[src/rtl/types_pkg.sv]
// Shared core types plus the fetch-path additions (PC type, reset vector, queue entry).
// Misaligned-redirect checking in fetch_unit is enabled by defining FETCH_MISALIGN_CHECK_EN.
package types_pkg;

    typedef logic [31:0] word_t;

    localparam int MEM_SIZE = 512;
    localparam int ADDR_W   = $clog2(MEM_SIZE);

    typedef logic [ADDR_W-1:0] address_t;

    typedef logic [31:0] pc_t;

    localparam pc_t DEFAULT_RESET_PC = 32'h0000_0000;

    typedef struct packed {
        pc_t   pc;
        word_t instr;
    } fetch_entry_t;

endpackage

[src/rtl/fetch_queue.sv]
// Small power-of-two FIFO of fetched {pc, instr} entries with a single-cycle flush.
// The head entry is read straight out of storage so decode sees registered data only.
module fetch_queue
    import types_pkg::*;
#(
    parameter int QDEPTH = 2
) (
    input  logic                         clk,
    input  logic                         rst,
    input  logic                         push,
    input  logic                         pop,
    input  logic                         flush,
    input  fetch_entry_t                 wdata,
    output fetch_entry_t                 head_entry,
    output logic [$clog2(QDEPTH+1)-1:0]  count
);

    localparam int PW = $clog2(QDEPTH);
    localparam int CW = $clog2(QDEPTH + 1);

    fetch_entry_t storage [QDEPTH];
    logic [PW-1:0] head;
    logic [PW-1:0] tail;

    // Flush beats push/pop; pointers wrap naturally because QDEPTH is a power of two.
    always_ff @(posedge clk) begin
        if (rst) begin
            head  <= '0;
            tail  <= '0;
            count <= '0;
            for (int i = 0; i < QDEPTH; i++) begin
                storage[i] <= '0;
            end
        end else if (flush) begin
            head  <= '0;
            tail  <= '0;
            count <= '0;
        end else begin
            if (push) begin
                storage[tail] <= wdata;
                tail          <= tail + PW'(1);
            end
            if (pop) begin
                head <= head + PW'(1);
            end
            count <= count + CW'(push) - CW'(pop);
        end
    end

    assign head_entry = storage[head];

endmodule

[src/rtl/fetch_unit.sv]
// Instruction-fetch front end: PC register, imem address, fetch queue toward decode.
// Define FETCH_MISALIGN_CHECK_EN to halt fetch on a redirect to a non-word-aligned target.
module fetch_unit
    import types_pkg::*;
#(
    parameter pc_t RESET_PC = DEFAULT_RESET_PC,
    parameter int  QDEPTH   = 2
) (
    input  logic     clk,
    input  logic     rst,
    output address_t imem_addr,
    input  word_t    imem_instr,
    input  logic     redirect_valid,
    input  pc_t      redirect_pc,
    output logic     dec_valid,
    input  logic     dec_ready,
    output word_t    dec_instr,
    output pc_t      dec_pc,
    output logic     fetch_misaligned
);

    localparam int CW = $clog2(QDEPTH + 1);

    pc_t            fetch_pc;
    pc_t            redirect_target;
    logic [CW-1:0]  count;
    logic           halted;
    logic           push;
    logic           pop;
    fetch_entry_t   wdata;
    fetch_entry_t   head_entry;

`ifdef FETCH_MISALIGN_CHECK_EN
    // A misaligned target is loaded as-is but parks fetch until reset.
    assign redirect_target = redirect_pc;

    always_ff @(posedge clk) begin
        if (rst) begin
            halted <= 1'b0;
        end else if (redirect_valid && (redirect_pc[1:0] != 2'b00)) begin
            halted <= 1'b1;
        end
    end

    assign fetch_misaligned = halted;
`else
    assign redirect_target  = redirect_pc & ~32'h0000_0003;
    assign halted           = 1'b0;
    assign fetch_misaligned = 1'b0;
`endif

    assign pop  = dec_valid & dec_ready;
    assign push = !redirect_valid & !halted & ((count < CW'(QDEPTH)) | pop);

    always_ff @(posedge clk) begin
        if (rst) begin
            fetch_pc <= RESET_PC;
        end else if (redirect_valid) begin
            fetch_pc <= redirect_target;
        end else if (push) begin
            fetch_pc <= fetch_pc + 32'd4;
        end
    end

    assign wdata.pc    = fetch_pc;
    assign wdata.instr = imem_instr;

    fetch_queue #(
        .QDEPTH (QDEPTH)
    ) u_queue (
        .clk        (clk),
        .rst        (rst),
        .push       (push),
        .pop        (pop),
        .flush      (redirect_valid),
        .wdata      (wdata),
        .head_entry (head_entry),
        .count      (count)
    );

    assign imem_addr = fetch_pc[ADDR_W+1:2];
    assign dec_valid = (count != '0);
    assign dec_instr = head_entry.instr;
    assign dec_pc    = head_entry.pc;

endmodule

[config.mk]
export PLATFORM = sky130hd
export DESIGN_NAME = fetch_unit
export DESIGN_NICKNAME = d
export VERILOG_FILES = /design/src/rtl/types_pkg.sv /design/src/rtl/fetch_queue.sv /design/src/rtl/fetch_unit.sv
export SDC_FILE = /design/constraint.sdc
export NUM_CORES = 1
export LEC_CHECK = 0
export BUFFER_PORTS_ARGS = -buffer_cell sky130_fd_sc_hd__buf_2
export CORE_ASPECT_RATIO = 0.6
export CORE_MARGIN = 2
export CORE_UTILIZATION = 55
export CTS_BUF_LIST = sky130_fd_sc_hd__clkbuf_8 sky130_fd_sc_hd__clkbuf_16
export DETAILED_ROUTE_END_ITERATION = 12
export MAX_ROUTING_LAYER = met4
export PLACE_DENSITY = 0.88
export SYNTH_ARGS = -nofsm -noshare
export SYNTH_HDL_FRONTEND = slang
export SYNTH_SLANG_ARGS = --single-unit
export TNS_END_PERCENT = 20
[constraint.sdc]
create_clock -name clk -period 9.51 [get_ports clk]
set_input_delay 1.4265 -clock clk [delete_from_list [all_inputs] [get_ports clk]]
set_output_delay 1.4265 -clock clk [all_outputs]
set_load 0.005 [all_outputs]
==> impl_results.md <==
* Pins Over Slew Limit at 0
* Clock skew at 0.0127 ns
* Critical path data required time at 9.56 ns
* Total power at 1.68 mW
* Post-route ant nets at 0
* Setup ws final at 5.98 ns
* Post-synthesis average cell area at 12.5 µm²
* First-pass GRT wire length at 26.8 mm
* Placed Instances at 854
* Clock sinks at 159
* Yosys cell types at 40
* Post-route cell area at 8740 µm²
* Min-delay src: fetch_pc[24]$_SDFFE_PP0P_
* Tot GR Track Use at 0.249
* Initial antenna violation count at 0
* Gr ovfl total at 0
* WHS Path Cells at 2
* Final min period at 3.53 ns
* Status: finished clean
* Post-cts resize count at 0
* Initial Util at 0.569
* Gp weighted congestion at 0.882
* Largest net degree at the start of global routing at 65
* # Max-Cap Violations at 0
* DRT iter0 DRCs at 308
* Final hold viol count at 0
* Sequential share of the synthesized area at 0.597
* Core area at 13000 µm²
* CTS buffer count at 17
* I/O Buffers at 137
* #FFs+latches synth at 159
* Flop2flop setup slack at 6.75 ns
* Reg2reg start: u_queue.tail$_SDFFE_PP0P_
* Synth Flop Type: edfxtp_1
* Clk root buf: clkbuf_16
* Cells after Synth at 595
* Fin Setup TNS at 0 ns
* Final nets at 774
* Crit path max fanout at 37
* Post CTS Setup Buffer Count at 0
* DRT Pass-1 Iters at 5
* Post-synth EDFFs at 124
* RSZ-0062 raised after global routing: no
* Layout Cells excl Fill at 886
* Dpl cell area at 8130 µm²
* Fin crit share at 0.371
* N_diodes at 0
* Post-layout util at 0.672
* Area Growth Syn to Fin at 18.0%
* Worst Setup End Kind: flop
* Min-delay worst type: flop to flop
* R2R Path End: u_queue.storage[1][16]$_SDFFCE_PN0P_
* Final setup viols at 0
* R2r worst-path depth at 4
* Routed wire length at 17.0 mm
* # rows at 32
* CP Launch Type: input port
* Setup CP Type: input port to flop
* Clock Latency Late Sink at 0.42 ns
* Layout cells sized above 1 at 0.351
* Chip width at 154 µm
* LEAKAGE at 3.73 nW
* Post-synthesis cell area at 7410 µm²
* Worst-margin pin slew at 0.961 ns
* Fin Hold WS at 0.551 ns
* Post-DR wirelength/cell at 19.2 µm
* Hold Path End: fetch_pc[24]$_SDFFE_PP0P_
* Clock-pin slew on the worst setup and hold paths at 0.06 ns
* Vias in the first global route at 5311
* Data arrival, critical path at 3.58 ns
* Die Y at 93.9 µm
* Hold Buf Count CTS at 0
* I/O pins at 143
* TritonCTS clock tree: built
* VDD IR-drop max at 0.000152 V
* YS warnings at 0
* Ys async rst share at 0
* Max Clk Rate at 0.283 GHz
* CTS Buffer Depth at 2
* PwrDens at 192 nW/µm²
* Max-slew headroom at 0.354
* HPWL after DPL at 10.6 mm
* Via/cell ratio at 5.95
* Setup WS pre-CTS at 5.55 ns
* Vias at 5269
* CTS H-Tree Depth at 4
* Residual DRC at 0
* Die area at 14400 µm²
## flip-flops by register name, indices dropped and copies added (netlist names), named ones only
signal,cells
u_queue.storage,124
u_queue.tail,1
fetch_pc,30
u_queue.head,1
u_queue.count,2
## cell families (layout without fill, tap and decap cells)
kind of cell               Yosys count  after routing  synth area share
and+or+nand+nor                    238            238             0.192
DFF                                159            159             0.597
xor gates and xnor gates            13             13            0.0154
adders and majority gates            3              3           0.00507
muxes                               62             62            0.0942
AOI/OAI and AO/OA                   51             51            0.0529
other                                1              3          0.000506
buffers and inverters               68            187            0.0432
## worst max path at each step
stage	slack (ns)	from	to	cells past startpoint
finish	5.98	rst	u_queue.storage[1][16]$_SDFFCE_PN0P_	4
global route	5.87	rst	u_queue.storage[1][43]$_SDFFCE_PN0P_	4
CTS	6.00	rst	u_queue.storage[1][25]$_SDFFCE_PN0P_	4
detailed placement	5.55	rst	u_queue.storage[1][14]$_SDFFCE_PN0P_	4
global placement	5.71	rst	u_queue.storage[1][9]$_SDFFCE_PN0P_	4
floorplan	2.48	redirect_valid	u_queue.storage[0][0]$_SDFFCE_PN0P_	3
## cells in the mapped netlist, drive strengths merged, types with 2 or more instances
master	n	share of area
a2111oi	3	0.0037
dfxtp	35	0.095
nor4	8	0.0068
or4	7	0.0071
a311oi	15	0.018
nand2	17	0.0086
buf	23	0.020
o31ai	7	0.0071
nor3	6	0.0041
o211ai	2	0.0020
and2	66	0.056
inv	8	0.0041
and3	66	0.056
o31a	2	0.0024
and4	8	0.0095
nand4	12	0.013
o311a	3	0.0041
a21oi	3	0.0020
edfxtp	124	0.50
nor2	25	0.013
nand2b	3	0.0025
o21ai	7	0.0047
a211oi	9	0.0091
or3	9	0.0076
mux2	62	0.094
xor2	7	0.0083
ha	3	0.0051
clkbuf	37	0.019
xnor2	6	0.0071
nand3	9	0.0068
## placed cells by master, fill, tap and decap left out, drive strengths merged
master and n:
a2111oi 3, a211oi 9, a21oi 3, a311oi 15, and2 66, and3 66, and4 8, buf 147
bufinv 2, clkbuf 19, clkinv 4, clkinvlp 2, conb 3, dfxtp 35, edfxtp 124, ha 3
inv 13, mux2 62, nand2 17, nand2b 3, nand3 9, nand4 12, nor2 25, nor2b 1
nor3 6, nor4 8, o211ai 2, o21ai 7, o311a 3, o31a 2, o31ai 7, or2 1
or3 9, or4 7, xnor2 6, xor2 7
## area by class of cell
type | instances | area, µm²
Clock buffer | 19 | 464
Clock inverter | 13 | 150
Fill cell | 968 | 4270
Inverter | 8 | 30.0
Multi-Input combinational cell | 370 | 2700
Sequential cell | 159 | 4430
Tap cell | 170 | 213
Timing Repair Buffer | 147 | 761
## per-layer routing
metal	track usage	routed length (µm)
met5	-	0
met3	0.0563	1350
met4	0.0911	165
met1	0.317	7450
met2	0.400	8020
## power by group
part           switching (mW)  internal [mW]
sequential             0.0263          0.796
clock                   0.284          0.415
combinational          0.0838         0.0700
total                   0.394           1.28
## worst max-delay path: stages
cell	delay, ns
buf_2	0.59
inv_1	0.34
nand2_2	0.59
buf_4	0.60
Note: power is estimated with default switching activity, not from simulation.
